<file path="src/rtl/fifo_arb_pkg.sv">
`default_nettype none
// +------------------------------------------------------------------+
// | fifo_arb_pkg                                                     |
// | Shared types and constants for the FIFO write-port arbiter.     |
// | Revision: 1.0                                                    |
// +------------------------------------------------------------------+
package fifo_arb_pkg;

  typedef enum logic [0:0] {
    IDLE  = 1'b0,
    OWNED = 1'b1
  } arb_state_t;

  localparam int DATA_W     = 8;
  localparam int FIFO_DEPTH = 16;

endpackage
`default_nettype wire

</file>
<file path="src/rtl/fifo_wr_arbiter_if.sv">
`default_nettype none
// +------------------------------------------------------------------+
// | fifo_wr_arbiter_if                                               |
// | Producer, consumer and FIFO-pin bundle around the arbiter.       |
// | Revision: 1.0                                                    |
// +------------------------------------------------------------------+
interface fifo_wr_arbiter_if
  import fifo_arb_pkg::*;
#(
  parameter int N_REQ = 4,
  parameter int ID_W  = $clog2(N_REQ)
);

  logic [N_REQ-1:0]        req_valid;
  logic [N_REQ*DATA_W-1:0] req_data;
  logic [N_REQ-1:0]        req_ready;
  logic                    rd_req;
  logic                    rd_ack;
  logic                    fifo_full;
  logic                    fifo_empty;
  logic                    fifo_wr;
  logic                    fifo_rd;
  logic [DATA_W-1:0]       fifo_din;
  logic [ID_W-1:0]         grant_id;
  logic                    busy;

  // Producers, consumer and FIFO status as seen from outside the arbiter.
  modport master (
    output req_valid, req_data, rd_req, fifo_full, fifo_empty,
    input  req_ready, rd_ack, fifo_wr, fifo_rd, fifo_din, grant_id, busy
  );

  modport slave (
    input  req_valid, req_data, rd_req, fifo_full, fifo_empty,
    output req_ready, rd_ack, fifo_wr, fifo_rd, fifo_din, grant_id, busy
  );

endinterface
`default_nettype wire

</file>
<file path="src/rtl/rr_pick.sv">
`default_nettype none
// +------------------------------------------------------------------+
// | rr_pick                                                          |
// | Combinational circular first-set search starting at ptr.        |
// | Revision: 1.0                                                    |
// +------------------------------------------------------------------+
module rr_pick
  import fifo_arb_pkg::*;
#(
  parameter int N    = 4,
  parameter int ID_W = $clog2(N)
) (
  input  logic [N-1:0]    req,
  input  logic [ID_W-1:0] ptr,
  input  logic            excl_en,
  input  logic [ID_W-1:0] excl_id,
  output logic            any,
  output logic [ID_W-1:0] idx
);

  logic [ID_W:0]   w_sum;
  logic [ID_W-1:0] w_cand;

  // One spare bit on the sum keeps the wrap correct for non power-of-two N.
  always_comb begin
    any    = 1'b0;
    idx    = '0;
    w_sum  = '0;
    w_cand = '0;
    for (int k = 0; k < N; k++) begin
      w_sum = {1'b0, ptr} + (ID_W + 1)'(k);
      if (w_sum >= (ID_W + 1)'(N)) begin
        w_sum = w_sum - (ID_W + 1)'(N);
      end
      w_cand = w_sum[ID_W-1:0];
      if (!any && req[w_cand] && !(excl_en && (w_cand == excl_id))) begin
        any = 1'b1;
        idx = w_cand;
      end
    end
  end

endmodule
`default_nettype wire

</file>
<file path="src/rtl/fifo_wr_arbiter.sv">
`default_nettype none
// +------------------------------------------------------------------+
// | fifo_wr_arbiter                                                  |
// | Round-robin, burst-capped sharing of one FIFO write port with    |
// | rd/wr sequencing so a cycle never carries both.                  |
// | Revision: 1.0                                                    |
// +------------------------------------------------------------------+
module fifo_wr_arbiter
  import fifo_arb_pkg::*;
#(
  parameter int N_REQ       = 4,
  parameter int MAX_BURST   = 4,
  parameter int RD_PRIORITY = 1
) (
  input  logic             clk,
  input  logic             rst,
  fifo_wr_arbiter_if.slave bus
);

  localparam int                c_ID_W      = $clog2(N_REQ);
  localparam int                c_BC_W      = $clog2(MAX_BURST + 1);
  localparam logic [c_BC_W-1:0] c_LAST_BEAT = c_BC_W'(MAX_BURST - 1);
  localparam logic [c_ID_W-1:0] c_LAST_ID   = c_ID_W'(N_REQ - 1);
  localparam logic              c_RD_PRIO   = (RD_PRIORITY != 0);

  arb_state_t        r_state;
  arb_state_t        w_state_nxt;
  logic [c_ID_W-1:0] r_owner;
  logic [c_ID_W-1:0] w_owner_nxt;
  logic [c_ID_W-1:0] r_rr_ptr;
  logic [c_ID_W-1:0] w_rr_ptr_nxt;
  logic [c_BC_W-1:0] r_beat_cnt;
  logic [c_BC_W-1:0] w_beat_nxt;
  logic              r_rst_q;

  logic              w_out_en;
  logic              w_owned;
  logic              w_rd_ok;
  logic              w_wr_ok;
  logic              w_release;
  logic [c_ID_W-1:0] w_owner_inc;
  logic              w_pick_any;
  logic [c_ID_W-1:0] w_pick_idx;
  logic [N_REQ-1:0]  w_ready;
  logic [DATA_W-1:0] w_lane [N_REQ];

  for (genvar gi = 0; gi < N_REQ; gi++) begin : g_lane
    assign w_lane[gi] = bus.req_data[gi*DATA_W +: DATA_W];
  end

  // Outputs stay quiet while rst is high and for one cycle after it.
  assign w_out_en    = !rst && !r_rst_q;
  assign w_owned     = (r_state == OWNED);
  assign w_rd_ok     = bus.rd_req && !bus.fifo_empty;
  assign w_wr_ok     = w_owned && bus.req_valid[r_owner] && !bus.fifo_full &&
                       !(c_RD_PRIO && w_rd_ok) && w_out_en;
  assign w_release   = w_owned &&
                       ((w_wr_ok && (r_beat_cnt == c_LAST_BEAT)) || !bus.req_valid[r_owner]);
  assign w_owner_inc = (r_owner == c_LAST_ID) ? '0 : r_owner + c_ID_W'(1);

  // While owned, the pick only matters on release: search past the old owner.
  rr_pick #(
    .N (N_REQ)
  ) u_pick (
    .req     (bus.req_valid),
    .ptr     (w_owned ? w_owner_inc : r_rr_ptr),
    .excl_en (w_owned),
    .excl_id (r_owner),
    .any     (w_pick_any),
    .idx     (w_pick_idx)
  );

  always_ff @(posedge clk) begin
    r_rst_q <= rst;
    if (rst) begin
      r_state    <= IDLE;
      r_owner    <= '0;
      r_rr_ptr   <= '0;
      r_beat_cnt <= '0;
    end else begin
      r_state    <= w_state_nxt;
      r_owner    <= w_owner_nxt;
      r_rr_ptr   <= w_rr_ptr_nxt;
      r_beat_cnt <= w_beat_nxt;
    end
  end

  always_comb begin
    w_state_nxt  = r_state;
    w_owner_nxt  = r_owner;
    w_rr_ptr_nxt = r_rr_ptr;
    w_beat_nxt   = r_beat_cnt;
    case (r_state)
      IDLE: begin
        if (w_pick_any) begin
          w_state_nxt = OWNED;
          w_owner_nxt = w_pick_idx;
          w_beat_nxt  = '0;
        end
      end
      OWNED: begin
        if (w_release) begin
          w_rr_ptr_nxt = w_owner_inc;
          w_beat_nxt   = '0;
          if (w_pick_any) begin
            w_owner_nxt = w_pick_idx;
          end else begin
            w_state_nxt = IDLE;
          end
        end else if (w_wr_ok) begin
          w_beat_nxt = r_beat_cnt + c_BC_W'(1);
        end
      end
      default: begin
        w_state_nxt = IDLE;
      end
    endcase
  end

  always_comb begin
    w_ready = '0;
    if (w_wr_ok) begin
      w_ready[r_owner] = 1'b1;
    end
  end

  assign bus.req_ready = w_ready;
  assign bus.fifo_wr   = w_wr_ok;
  assign bus.fifo_rd   = w_rd_ok && !w_wr_ok && w_out_en;
  assign bus.rd_ack    = bus.fifo_rd;
  assign bus.fifo_din  = w_out_en ? w_lane[r_owner] : '0;
  assign bus.busy      = w_owned && w_out_en;
  assign bus.grant_id  = bus.busy ? r_owner : '0;

endmodule
`default_nettype wire

</file>
<file path="src/flat_wrapper.sv">
// flat-port wrapper written by rule: the top's interface ports become plain ports
module fifo_wr_arbiter_flat import fifo_arb_pkg::*;
#(
  parameter int N_REQ       = 4,
  parameter int MAX_BURST   = 4,
  parameter int RD_PRIORITY = 1
)
  (clk, rst, bus_req_valid, bus_req_data, bus_rd_req, bus_fifo_full, bus_fifo_empty, bus_req_ready, bus_rd_ack, bus_fifo_wr, bus_fifo_rd, bus_fifo_din, bus_grant_id, bus_busy);
  fifo_wr_arbiter_if #(.N_REQ(N_REQ)) bus_i ();
  input  logic clk;
  input  logic rst;
  input wire logic [$bits(bus_i.req_valid)-1:0] bus_req_valid;
  input wire logic [$bits(bus_i.req_data)-1:0] bus_req_data;
  input wire logic [$bits(bus_i.rd_req)-1:0] bus_rd_req;
  input wire logic [$bits(bus_i.fifo_full)-1:0] bus_fifo_full;
  input wire logic [$bits(bus_i.fifo_empty)-1:0] bus_fifo_empty;
  output wire logic [$bits(bus_i.req_ready)-1:0] bus_req_ready;
  output wire logic [$bits(bus_i.rd_ack)-1:0] bus_rd_ack;
  output wire logic [$bits(bus_i.fifo_wr)-1:0] bus_fifo_wr;
  output wire logic [$bits(bus_i.fifo_rd)-1:0] bus_fifo_rd;
  output wire logic [$bits(bus_i.fifo_din)-1:0] bus_fifo_din;
  output wire logic [$bits(bus_i.grant_id)-1:0] bus_grant_id;
  output wire logic [$bits(bus_i.busy)-1:0] bus_busy;
  assign bus_i.req_valid = bus_req_valid;
  assign bus_i.req_data = bus_req_data;
  assign bus_i.rd_req = bus_rd_req;
  assign bus_i.fifo_full = bus_fifo_full;
  assign bus_i.fifo_empty = bus_fifo_empty;
  assign bus_req_ready = bus_i.req_ready;
  assign bus_rd_ack = bus_i.rd_ack;
  assign bus_fifo_wr = bus_i.fifo_wr;
  assign bus_fifo_rd = bus_i.fifo_rd;
  assign bus_fifo_din = bus_i.fifo_din;
  assign bus_grant_id = bus_i.grant_id;
  assign bus_busy = bus_i.busy;
  fifo_wr_arbiter #(.N_REQ(N_REQ), .MAX_BURST(MAX_BURST), .RD_PRIORITY(RD_PRIORITY)) u_core (.clk(clk), .rst(rst), .bus(bus_i));
endmodule
</file>
<file path="config.mk">
export PLATFORM = sky130hd
export DESIGN_NAME = fifo_wr_arbiter_flat
export DESIGN_NICKNAME = d
export VERILOG_FILES = /design/src/rtl/fifo_arb_pkg.sv /design/src/rtl/fifo_wr_arbiter_if.sv /design/src/rtl/rr_pick.sv /design/src/rtl/fifo_wr_arbiter.sv /design/src/flat_wrapper.sv
export SDC_FILE = /design/constraint.sdc
export NUM_CORES = 1
export LEC_CHECK = 0
export BUFFER_PORTS_ARGS = -buffer_cell sky130_fd_sc_hd__buf_2
export CAP_MARGIN = 10
export CORE_ASPECT_RATIO = 1.5
export CORE_UTILIZATION = 52
export CTS_BUF_LIST = sky130_fd_sc_hd__clkbuf_4
export DETAILED_ROUTE_END_ITERATION = 16
export PLACE_DENSITY = 0.94
export SYNTH_ARGS = -nofsm -noshare
export SYNTH_HDL_FRONTEND = slang
export SYNTH_SLANG_ARGS = --single-unit
</file>
<file path="constraint.sdc">
create_clock -name clk -period 8.8 [get_ports clk]
set_input_delay 1.76 -clock clk [delete_from_list [all_inputs] [get_ports clk]]
set_output_delay 1.76 -clock clk [all_outputs]
set_load 0.005 [all_outputs]
</file>
==> impl_metrics.csv <==
group,metric,value,unit
run_status,run_status,"completed",
sta,final_hold_viol_count,0,
floorplan,die_h,62.02,µm
logic_synthesis,synth_xor_area_frac,0.01403,
finish,antenna_cells,0,
clocking,ctsResizeCount,0,
worst_setup_path,cp-startpoint,"rst",
routing,drc,0,
sta,maxSlewViolCount,0,
placed_design,dp_hpwl,2.599,mm
grt,antenna_found_initial,0,
routing,num_vias,1327,
power,power_frac_seq,0.198,
run,max-cap-violations,0,
sta,setup_viol_count_final,0,
logic_synthesis,synthesis.area,1249,µm²
power,powerDensity,284.0,nW/µm²
clocking,htreeDepth,1,
routing,wl_per_cell,14.44,µm
routing,drtIter0Drc,38,
routing,viasPerCell,6.087,
sta,rsz0062_at_grt,"false",
worst_setup_path,worstSetupPathType,"primary input to output port",
grt,globalRouteMet1Util,0.2308,
clocking,clkSlewWorstSetupHoldPaths,0.06,ns
worst_setup_path,critPathCaptureType,"output port",
worst_hold_path,min_from,"u_core.r_beat_cnt[1]",
logic_synthesis,synth-compound-area-share,0.1854,
sta,slew_headroom,0.3895,
logic_synthesis,syn_area_per_cell,8.856,µm²
power,sw_frac_of_total,0.4664,
floorplan,start_util,0.5526,
floorplan,rows,21,
logic_synthesis,ys_seq_elements,9,
finish,final_common_cell,"buf_2",
grt,grt_max_degree,23,
worst_setup_path,startpoint_type,"primary input",
sta,tightest_slew,0.9145,ns
power,clkPwrFrac,0.080,
sta,fin_ws,3.956,ns
logic_synthesis,async_reset_ff_frac,0,
finish,nFillCells,170,
sta,timing.final.crit_share,0.5505,
finish,area_growth_syn_to_layout,24.35,%
grt,grt.overflow.total,0,
sta,period_minus_slack,4.844,ns
logic_synthesis,ys_seq_area_frac,0.1443,
sta,fin_skew,0.003160,ns
logic_synthesis,synth_top_family_by_area,"simple AND/OR/NAND/NOR gates",
logic_synthesis,synth_flop_cell,"dfxtp_1",
grt,track_usage,0.2428,
logic_synthesis,synth_edf_count,0,
floorplan,die_w,42.01,µm
finish,finish.utilization,0.6872,
logic_synthesis,synth.area.mux_share,0.2445,
clocking,cts_made_buffers,3,
clocking,cts_sinks,9,
power,total_leakage_power,0.7497,nW
sta,max_freq,206.4,MHz
placed_design,portBuffers,58,
grt,grt_first_pass_wirelength,4.954,mm
power,intPower,0.2353,mW
finish,final_nets,243,
placed_design,preCtsSetupSlack,3.962,ns
power,finalPower,0.4409,mW
clocking,clkLatencyLatePin,0.26,ns
floorplan,die-area,2605,µm²
grt,grt-busiest-layer,"met2",
clocking,ctsHoldBuffers,0,
logic_synthesis,yosys.area_share.simple,0.3036,
logic_synthesis,synth_adder_area_share,0.06012,
logic_synthesis,synth_cell_types,47,
clocking,cts_root_buf,"clkbuf_4",
logic_synthesis,syn_nets,188,
worst_setup_path,worstPathMaxFanout,13,
worst_setup_path,arrival,3.08,ns
worst_setup_path,r2r-start,"u_core.r_owner[0]",
finish,multi_input_area,1008,µm²
grt,use_met2,0.4799,
floorplan,ios,59,
logic_synthesis,yosys_warnings,0,
clocking,clk_path_buf_depth,2,
power,switching_power,0.2056,mW
worst_hold_path,hold_path.class,"register to register",
clocking,cts_tree,"built",
grt,grt_pass1_vias,1236,
routing,antenna_left,0,
power,vdd_drop_max,0.0001996,V
sta,finalSetupTns,0,ns
routing,wl,3.149,mm
worst_setup_path,crit_required,7.04,ns
placed_design,gp_congestion,0.9659,
clocking,cts_setup_buffers,0,
logic_synthesis,postSynthCellCount,141,
power,combPwrFrac,0.722,
floorplan,core,2260,µm²
grt,grt.met3_usage,0.05780,
routing,dr.pass1.iters,5,
finish,final_cell_mix,"58 x buf_2, 16 x nor2_1, 15 x and2_1",
finish,drive_above_1_share,0.4359,
finish,regArea,180.2,µm²
==> sequential cells by signal, summed over array words and instances, names as in the netlist <==
signal             flops
u_core.r_beat_cnt      3
u_core.r_owner         2
u_core.r_rr_ptr        2
u_core.r_rst_q         1
u_core.r_state         1
==> kinds of logic (layout without fill, tap and decap cells) <==
kind of cell,Yosys count,in the layout
simple gates,64,64
xor+xnor,2,2
fa+ha+maj,6,6
compound gates,30,30
mux,18,18
buf+inv,12,66
flops,9,9
==> metal layers <==
metal | routed length, µm | vias up | part of all wire
met4 | 61 | 0 | 0.019
li1 | - | 640 | -
met5 | 0 | - | 0
met3 | 265 | 6 | 0.084
met2 | 1739 | 66 | 0.55
met1 | 1083 | 615 | 0.34
==> synthesized netlist by cell type, types with 2 or more instances <==
master     n  area (µm²)
a31oi_1    2       12.51
xor2_1     2       17.52
nand3b_1   2       15.01
buf_4      2       15.01
clkbuf_1   5       18.77
o21ai_1    2       10.01
nand3_2    3       30.03
mux4_2     9       202.7
nor2_1    16       60.06
or3_1      3       18.77
dfxtp_1    9       180.2
mux2i_1    5       50.05
nand3_1    2       10.01
a21oi_1    5       25.02
a211o_1    2       17.52
and2_1    15       93.84
ha_1       6       75.07
mux2_4     2       30.03
nand2_1    5       18.77
and3_1     3       18.77
mux2_2     2       22.52
o41ai_1    2       17.52
nand2b_1   3       18.77
nor4_1     2       12.51
o21ai_0    4       20.02
inv_1      4       15.01
nor2b_1    3       18.77
nor3_1     2       10.01
==> stage by stage <==
| stage | std cells | hold slack (ns) | cell area, µm² |
|---|---|---|---|
| final | 218 | 0.5184 | 1553 |
| after global routing | 218 | 0.5438 | 1553 |
| after CTS | 218 | 0.5222 | 1553 |
| after detailed placement | 214 | 0.5129 | 1523 |
| after global placement | 214 | 0.4655 | 1523 |
| after floorplan | 141 | 0.4528 | 1249 |
==> power by group through the flow <==
| stage | clock network (mW) | registers [mW] | logic (mW) |
|---|---|---|---|
| 6_report | 0.0351 | 0.0875 | 0.318 |
| 5_1_grt | 0.0372 | 0.0923 | 0.352 |
| 4_1_cts | 0.0357 | 0.0880 | 0.317 |
| 3_5_place_dp | 0 | 0.0889 | 0.316 |
| 3_3_place_gp | 0 | 0.0870 | 0.298 |
| 2_1_floorplan | 0 | 0.0614 | 0.282 |
==> path summary, 6_finish.rpt <==
kind / to / slack [ns] / cells after the start
worst max-delay path: bus_req_ready[0] / 3.96 / 5
worst min-delay path: u_core.r_beat_cnt[1] / 0.52 / 2
worst max register to register: u_core.r_beat_cnt[0] / 5.07 / 9
worst min register to register: u_core.r_beat_cnt[1] / 0.52 / 2
==> area by class of cell <==
class                      count  area share
multi-input combinational    120      0.6495
timing repair buffer          58      0.1869
sequential                     9      0.1160
clock buffer                   4     0.01934
tap                           23     0.01853
inverter                       4    0.009670
==> worst max-delay path, cell delays in order <==
cell and delay [ns]:
buf_2 0.17, nor4_1 0.59, and3_1 0.32, and2_1 0.15, buf_2 0.10
Note: power is estimated with default switching activity, not from simulation.
